<file path="src/rtl/othello_pkg.sv">
`default_nettype none
// +------------------------------------------------------------------+
// | othello_pkg : constants shared by the board datapath and plotter |
// | rev 1.0                                                          |
// +------------------------------------------------------------------+
package othello_pkg;

  localparam int CELL     = 12;
  localparam int PITCH    = 13;
  localparam int ORIGIN   = 9;
  localparam int RADIUS2X = 10;

  localparam logic [1:0] SEL_EMPTY = 2'd0;
  localparam logic [1:0] SEL_BOX   = 2'd1;
  localparam logic [1:0] SEL_P0    = 2'd2;
  localparam logic [1:0] SEL_P1    = 2'd3;

  localparam logic [2:0] BG_COLOUR     = 3'b010;
  localparam logic [2:0] CURSOR_COLOUR = 3'b110;
  localparam logic [2:0] P0_COLOUR     = 3'b111;
  localparam logic [2:0] P1_COLOUR     = 3'b000;

  typedef enum logic [1:0] {
    ST_IDLE = 2'd0,
    ST_DRAW = 2'd1,
    ST_DONE = 2'd2
  } state_t;

endpackage
`default_nettype wire

</file>
<file path="src/rtl/cell_renderer_disk_mask.sv">
`default_nettype none
// +------------------------------------------------------------------+
// | disk_mask : combinational test of a cell pixel against the disk  |
// | rev 1.0                                                          |
// +------------------------------------------------------------------+
module disk_mask #(
  parameter int CELL     = othello_pkg::CELL,
  parameter int RADIUS2X = othello_pkg::RADIUS2X
) (
  input  logic [3:0] dx,
  input  logic [3:0] dy,
  output logic       inside_disk
);

  // Distances are in half-pixels so the centre of an even-sized cell is exact.
  localparam logic signed [5:0] OFFSET = 6'(CELL - 1);
  localparam logic [10:0]       LIMIT  = 11'(RADIUS2X * RADIUS2X);

  logic signed [5:0] ex, ey;
  logic [4:0]        ax, ay;
  logic [9:0]        sx, sy;
  logic [10:0]       dist2;

  always_comb begin
    ex          = $signed({1'b0, dx, 1'b0}) - OFFSET;
    ey          = $signed({1'b0, dy, 1'b0}) - OFFSET;
    ax          = ex[5] ? 5'(-ex) : ex[4:0];
    ay          = ey[5] ? 5'(-ey) : ey[4:0];
    sx          = 10'(ax) * 10'(ax);
    sy          = 10'(ay) * 10'(ay);
    dist2       = 11'(sx) + 11'(sy);
    inside_disk = (dist2 <= LIMIT);
  end

endmodule
`default_nettype wire

</file>
<file path="src/rtl/cell_renderer.sv">
`default_nettype none
// +------------------------------------------------------------------+
// | cell_renderer : streams one CELL x CELL sprite into vga_adapter  |
// | rev 1.0                                                          |
// +------------------------------------------------------------------+
module cell_renderer #(
  parameter int         CELL          = othello_pkg::CELL,
  parameter int         RADIUS2X      = othello_pkg::RADIUS2X,
  parameter logic [2:0] BG_COLOUR     = othello_pkg::BG_COLOUR,
  parameter logic [2:0] CURSOR_COLOUR = othello_pkg::CURSOR_COLOUR,
  parameter logic [2:0] P0_COLOUR     = othello_pkg::P0_COLOUR,
  parameter logic [2:0] P1_COLOUR     = othello_pkg::P1_COLOUR
) (
  input  logic       clock,
  input  logic       resetn,
  input  logic       start,
  input  logic [7:0] x_base,
  input  logic [6:0] y_base,
  input  logic [1:0] select,
  output logic [7:0] vga_x,
  output logic [6:0] vga_y,
  output logic [2:0] vga_colour,
  output logic       vga_plot,
  output logic       busy,
  output logic       done
);

  import othello_pkg::*;

  localparam logic [3:0] LAST = 4'(CELL - 1);

  state_t     state_q, state_d;
  logic [3:0] dx_q, dx_d, dy_q, dy_d;
  logic [7:0] xb_q, xb_d, vga_x_q, vga_x_d;
  logic [6:0] yb_q, yb_d, vga_y_q, vga_y_d;
  logic [1:0] sel_q, sel_d;
  logic [2:0] colour_q, colour_d, pix_colour;
  logic       plot_q, plot_d, busy_q, busy_d, done_q, done_d;
  logic       inside_disk, on_border;

  disk_mask #(
    .CELL     (CELL),
    .RADIUS2X (RADIUS2X)
  ) u_disk_mask (
    .dx          (dx_q),
    .dy          (dy_q),
    .inside_disk (inside_disk)
  );

  always_comb begin
    on_border = (dx_q == 4'd0) || (dx_q == LAST) || (dy_q == 4'd0) || (dy_q == LAST);
    case (sel_q)
      SEL_EMPTY: pix_colour = BG_COLOUR;
      SEL_BOX:   pix_colour = on_border   ? CURSOR_COLOUR : BG_COLOUR;
      SEL_P0:    pix_colour = inside_disk ? P0_COLOUR     : BG_COLOUR;
      default:   pix_colour = inside_disk ? P1_COLOUR     : BG_COLOUR;
    endcase
  end

  always_comb begin
    state_d  = state_q;
    dx_d     = dx_q;
    dy_d     = dy_q;
    xb_d     = xb_q;
    yb_d     = yb_q;
    sel_d    = sel_q;
    vga_x_d  = vga_x_q;
    vga_y_d  = vga_y_q;
    colour_d = colour_q;
    plot_d   = 1'b0;
    done_d   = 1'b0;
    case (state_q)
      ST_IDLE: begin
        if (start) begin
          xb_d    = x_base;
          yb_d    = y_base;
          sel_d   = select;
          dx_d    = 4'd0;
          dy_d    = 4'd0;
          state_d = ST_DRAW;
        end
      end
      ST_DRAW: begin
        // Additions wrap naturally at the 8- and 7-bit screen widths.
        vga_x_d  = xb_q + {4'd0, dx_q};
        vga_y_d  = yb_q + {3'd0, dy_q};
        colour_d = pix_colour;
        plot_d   = 1'b1;
        if (dx_q == LAST) begin
          dx_d = 4'd0;
          if (dy_q == LAST) begin
            dy_d    = 4'd0;
            state_d = ST_DONE;
          end else begin
            dy_d = dy_q + 4'd1;
          end
        end else begin
          dx_d = dx_q + 4'd1;
        end
      end
      ST_DONE: begin
        done_d  = 1'b1;
        state_d = ST_IDLE;
      end
      default: state_d = ST_IDLE;
    endcase
    busy_d = (state_d != ST_IDLE);
  end

  always_ff @(posedge clock) begin
    if (!resetn) begin
      state_q  <= ST_IDLE;
      dx_q     <= 4'd0;
      dy_q     <= 4'd0;
      xb_q     <= 8'd0;
      yb_q     <= 7'd0;
      sel_q    <= 2'd0;
      vga_x_q  <= 8'd0;
      vga_y_q  <= 7'd0;
      colour_q <= 3'd0;
      plot_q   <= 1'b0;
      busy_q   <= 1'b0;
      done_q   <= 1'b0;
    end else begin
      state_q  <= state_d;
      dx_q     <= dx_d;
      dy_q     <= dy_d;
      xb_q     <= xb_d;
      yb_q     <= yb_d;
      sel_q    <= sel_d;
      vga_x_q  <= vga_x_d;
      vga_y_q  <= vga_y_d;
      colour_q <= colour_d;
      plot_q   <= plot_d;
      busy_q   <= busy_d;
      done_q   <= done_d;
    end
  end

  assign vga_x      = vga_x_q;
  assign vga_y      = vga_y_q;
  assign vga_colour = colour_q;
  assign vga_plot   = plot_q;
  assign busy       = busy_q;
  assign done       = done_q;

endmodule
`default_nettype wire

</file>
<file path="config.mk">
export PLATFORM = sky130hd
export DESIGN_NAME = cell_renderer
export DESIGN_NICKNAME = d
export VERILOG_FILES = /design/src/rtl/othello_pkg.sv /design/src/rtl/cell_renderer_disk_mask.sv /design/src/rtl/cell_renderer.sv
export SDC_FILE = /design/constraint.sdc
export NUM_CORES = 1
export LEC_CHECK = 0
export BUFFER_PORTS_ARGS = -buffer_cell sky130_fd_sc_hd__buf_2
export CORE_MARGIN = 4
export CORE_UTILIZATION = 55
export CTS_BUF_LIST = sky130_fd_sc_hd__clkbuf_8
export CTS_CLUSTER_SIZE = 24
export DETAILED_ROUTE_END_ITERATION = 8
export GPL_TIMING_DRIVEN = 0
export PLACE_DENSITY = 0.76
export SYNTH_ARGS = -nofsm -noshare
export SYNTH_HDL_FRONTEND = slang
export SYNTH_SLANG_ARGS = --single-unit
</file>
<file path="constraint.sdc">
create_clock -name clock -period 8.4 [get_ports clock]
set_input_delay 1.68 -clock clock [delete_from_list [all_inputs] [get_ports clock]]
set_output_delay 1.68 -clock clock [all_outputs]
set_load 0.01 [all_outputs]
</file>
==> impl_summary.txt <==
----------------------------------------------------
[Global routing]
  Vias in the first global route ... 2,862
  Global-route wire length before repair ... 13.03 mm
  Global-route total usage across every layer ... 0.2055
  Antenna violations before repair ... 0
  Pin count of the biggest net entering global routing ... 17
  GR Overflow Total ... 0

[Worst setup path]
  Worst EP arrival ... 6.14 ns
  Largest delay contributor family on the critical path ... adder cells
  CP Buf/Inv Count ... 3
  Crit-path max cell delay ... 0.55 ns
  Top fanout value on the critical path ... 8
  Worst path required time ... 8.60 ns
  Series of cell instances along the critical path ... ha_1 > xor2_1 > nand2_1 > fa_1 > inv_1 > fa_1 > inv_1 > fa_1 > fa_1 > fa_1 > inv_1 > ha_1 > nand2b_1 > a21oi_1 > a2111oi_0 > o21bai_1 > xor2_1 > nand4_1 > o211a_1
  Setup crit end kind ... flip-flop
  Kind of critical path ... reg -> reg
  Slowest library cell on the worst path ... fa_1
  CP startpoint kind ... flip-flop
  Most Frequent Cell on Critical Path ... fa_1

[Logic synthesis]
  Synthesized area ... 3652 µm²
  Average footprint of a synthesized cell ... 8.396 µm²
  Synthesized instance count ... 435
  Number of register bits inferred by synthesis ... 48
  Number of nets in the synthesized netlist ... 516
  Number of synthesis warnings ... 0
  Fraction of the yosys area taken by sequential cells ... 0.2631
  Synth unique cells ... 40

[Floorplanning]
  Number of placed I/O pins ... 41
  Cell Rows ... 29
  Starting density of the core ... 0.5719
  Placeable core region ... 6386 µm²
  Chip Width ... 89.49 µm
  Y dimension of the die ... 89.49 µm
  Die ar. ... 8008 µm²

[Clock network]
  Number of H-tree levels ... 2
  Maximum buffer depth of the clock tree ... 2
  Cell at the root of the clock tree ... clkbuf_8
  Count of clock tree sinks ... 48
  Number of resized instances in the post-cts repair step ... 0
  Number of CTS-inserted buffers ... 5
  Clock latency at the later pin of the worst-skew pair ... 0.30 ns
  Clock tree from TritonCTS ... built
  CTS hold repair buffers ... 0
  Worst-path clk slew ... 0.09 ns
  Setup Fix Bufs, Post-CTS ... 0

[Pwr]
  Leakage power ... 1.994 nW
  Power density over the cells ... 149.9 nW/µm²
  IR drop worst, VDD ... 105.1 µV

[Finish]
  Final core area utilization ... 0.6356
  Ratio of cells with drive above 1 in the final layout ... 0.1224
  Final Net Count ... 562
  Fill cells ... 549
  Layout-stage area growth over the synthesis result ... 11.13%
  Number of antenna repair diodes ... 0

[Timing]
  Unrepaired setup endpoints after global routing ... no
  Number of pins with negative max-slew slack in the final report ... 0
  Highest clock rate ... 168.4 MHz
  Maximum clock skew at final layout ... 0.006904 ns
  Final setup violation count ... 0
  Setup Total Neg Slack ... 0 ns
  Clock period minus final worst setup slack ... 5.937 ns
  Tightest slew margin relative to the limit ... 0.5273
  Final critical-path share of the clock period ... 0.7068
  Final hold vios ... 0
  Worst slew pin tran ... 0.7040 ns
  Min Hold Slack ... 0.4671 ns

[Worst hold path]
  Type of the worst min-delay path ... reg -> reg

[Placement]
  Placer's final routability congestion estimate ... 0.8476
  DPL Wire Length ... 6.083 mm
  Port buffer count ... 39

[Route]
  DRT iter0 DRCs ... 193
  Post-route antenna net violation count ... 0
  Final Routed Wirelength ... 7.590 mm
  Detailed-route via count ... 2,961
  First drt pass iteration count ... 4
  Average wire per standard cell ... 13.58 µm
  Post-DR vias/cell ... 5.297
  Remaining routing DRC violations ... 0

[Run]
  Max-cap violations ... 0

[Outcome]
  Result of the run ... complete, no violations

----------------------------------------------------
## metrics by stage
step	total power [mW]	cells	worst slack (ns)	area, µm²
after floorplan	0.3943	435	3.008	3652
after global placement	0.4318	551	2.535	3944
after detailed placement	0.4387	551	2.443	3944
after CTS	0.6086	559	2.419	4059
after global routing	0.6442	559	1.930	4059
final	0.6084	559	2.463	4059
## cell type report
type / count / area (µm²) / share of cell area
Clock buffer: 5 / 68.82 / 0.01695
Clock inverter: 3 / 46.29 / 0.01141
Timing Repair Buffer: 39 / 195.2 / 0.04809
Inverter: 54 / 202.7 / 0.04994
Buffer: 14 / 76.32 / 0.01880
Tap cell: 77 / 96.34 / 0.02374
Multi-Input combinational cell: 319 / 2412 / 0.5943
Sequential cell: 48 / 960.9 / 0.2367
## cells in the final DEF (no fill, tap or decap), types with 5 or more instances in the layout
cell type	count
nor2_1	31
xor2_1	10
nor2b_1	8
and2_1	7
a21oi_1	18
nand2_1	74
xnor2_1	11
clkbuf_1	10
o211a_1	7
o21ai_0	16
fa_1	22
nand3_1	11
buf_2	40
clkbuf_8	5
inv_1	54
ha_1	39
dfxtp_1	48
a21boi_0	24
## Yosys cell counts
library cell / n / share of area
nand2_1: 74 / 0.076
inv_1: 54 / 0.055
dfxtp_1: 48 / 0.26
ha_1: 39 / 0.13
nor2_1: 31 / 0.032
a21boi_0: 24 / 0.049
fa_1: 22 / 0.12
a21oi_1: 18 / 0.025
o21ai_0: 16 / 0.022
nand3_1: 11 / 0.015
xnor2_1: 11 / 0.026
clkbuf_1: 10 / 0.010
xor2_1: 10 / 0.024
nor2b_1: 8 / 0.014
and2_1: 7 / 0.012
o211a_1: 7 / 0.019
nand2b_1: 4 / 0.0069
nor3_1: 4 / 0.0055
a21o_1: 3 / 0.0062
buf_6: 3 / 0.0092
mux2i_1: 3 / 0.0082
nand3b_1: 3 / 0.0062
nand4_1: 3 / 0.0051
o21a_1: 3 / 0.0062
a22oi_1: 2 / 0.0041
a31oi_1: 2 / 0.0034
or2_2: 2 / 0.0034
a2111oi_0: 1 / 0.0024
a211oi_2: 1 / 0.0034
a21oi_4: 1 / 0.0045
a41oi_1: 1 / 0.0024
a41oi_2: 1 / 0.0045
buf_2: 1 / 0.0014
nand3_2: 1 / 0.0027
o211ai_1: 1 / 0.0021
o21ai_1: 1 / 0.0014
o21bai_1: 1 / 0.0021
o311a_1: 1 / 0.0027
o41ai_2: 1 / 0.0045
xnor2_2: 1 / 0.0045
## sequential cells by signal, indices dropped and copies added (netlist names)
name	flops
vga_y	7
dy_q	4
vga_x	8
state_q	2
xb_q	8
yb_q	7
busy	1
done	1
vga_plot	1
dx_q	4
vga_colour	3
sel_q	2
## per-layer routing
metal | global-route usage | vias up | share of wire
met5 | 0 | - | 0
met3 | 0.02765 | 2 | 0.039
met2 | 0.3356 | 55 | 0.46
li1 | - | 1516 | -
met4 | 0.03383 | 0 | 0.0025
met1 | 0.2946 | 1388 | 0.50
## cell families after synthesis
kind of cell               after synthesis  share of synthesized area
and+or+nand+nor                        148                     0.1785
AOI/OAI and AO/OA                       85                     0.1648
buffers and inverters                   68                    0.07639
adders and majority gates               61                     0.2542
DFF                                     48                     0.2631
xor gates and xnor gates                22                    0.05481
muxes                                    3                   0.008222
## final timing paths
path / startpoint / end / slack (ns) / cells past startpoint
setup reg to reg: dy_q[1] / vga_colour[1] / 2.46 / 19
setup / recovery: dy_q[1] / vga_colour[1] / 2.46 / 19
hold reg to reg: sel_q[1] / sel_q[1] / 0.47 / 2
hold / removal: sel_q[1] / sel_q[1] / 0.47 / 2
## worst min-delay path, stage by stage, from the launching register on
cell	delay (ns)
dfxtp_1	0.32
nand2_1	0.04
a21boi_0	0.06
## report_power, final
group	internal (mW)	leakage, nW	total (mW)	switching (mW)
combinational	0.0801	1.55	0.188	0.108
clock	0.0898	0.0548	0.174	0.0839
sequential	0.238	0.393	0.247	0.00856
total	0.408	1.99	0.608	0.200
Note: power is estimated with default switching activity, not from simulation.
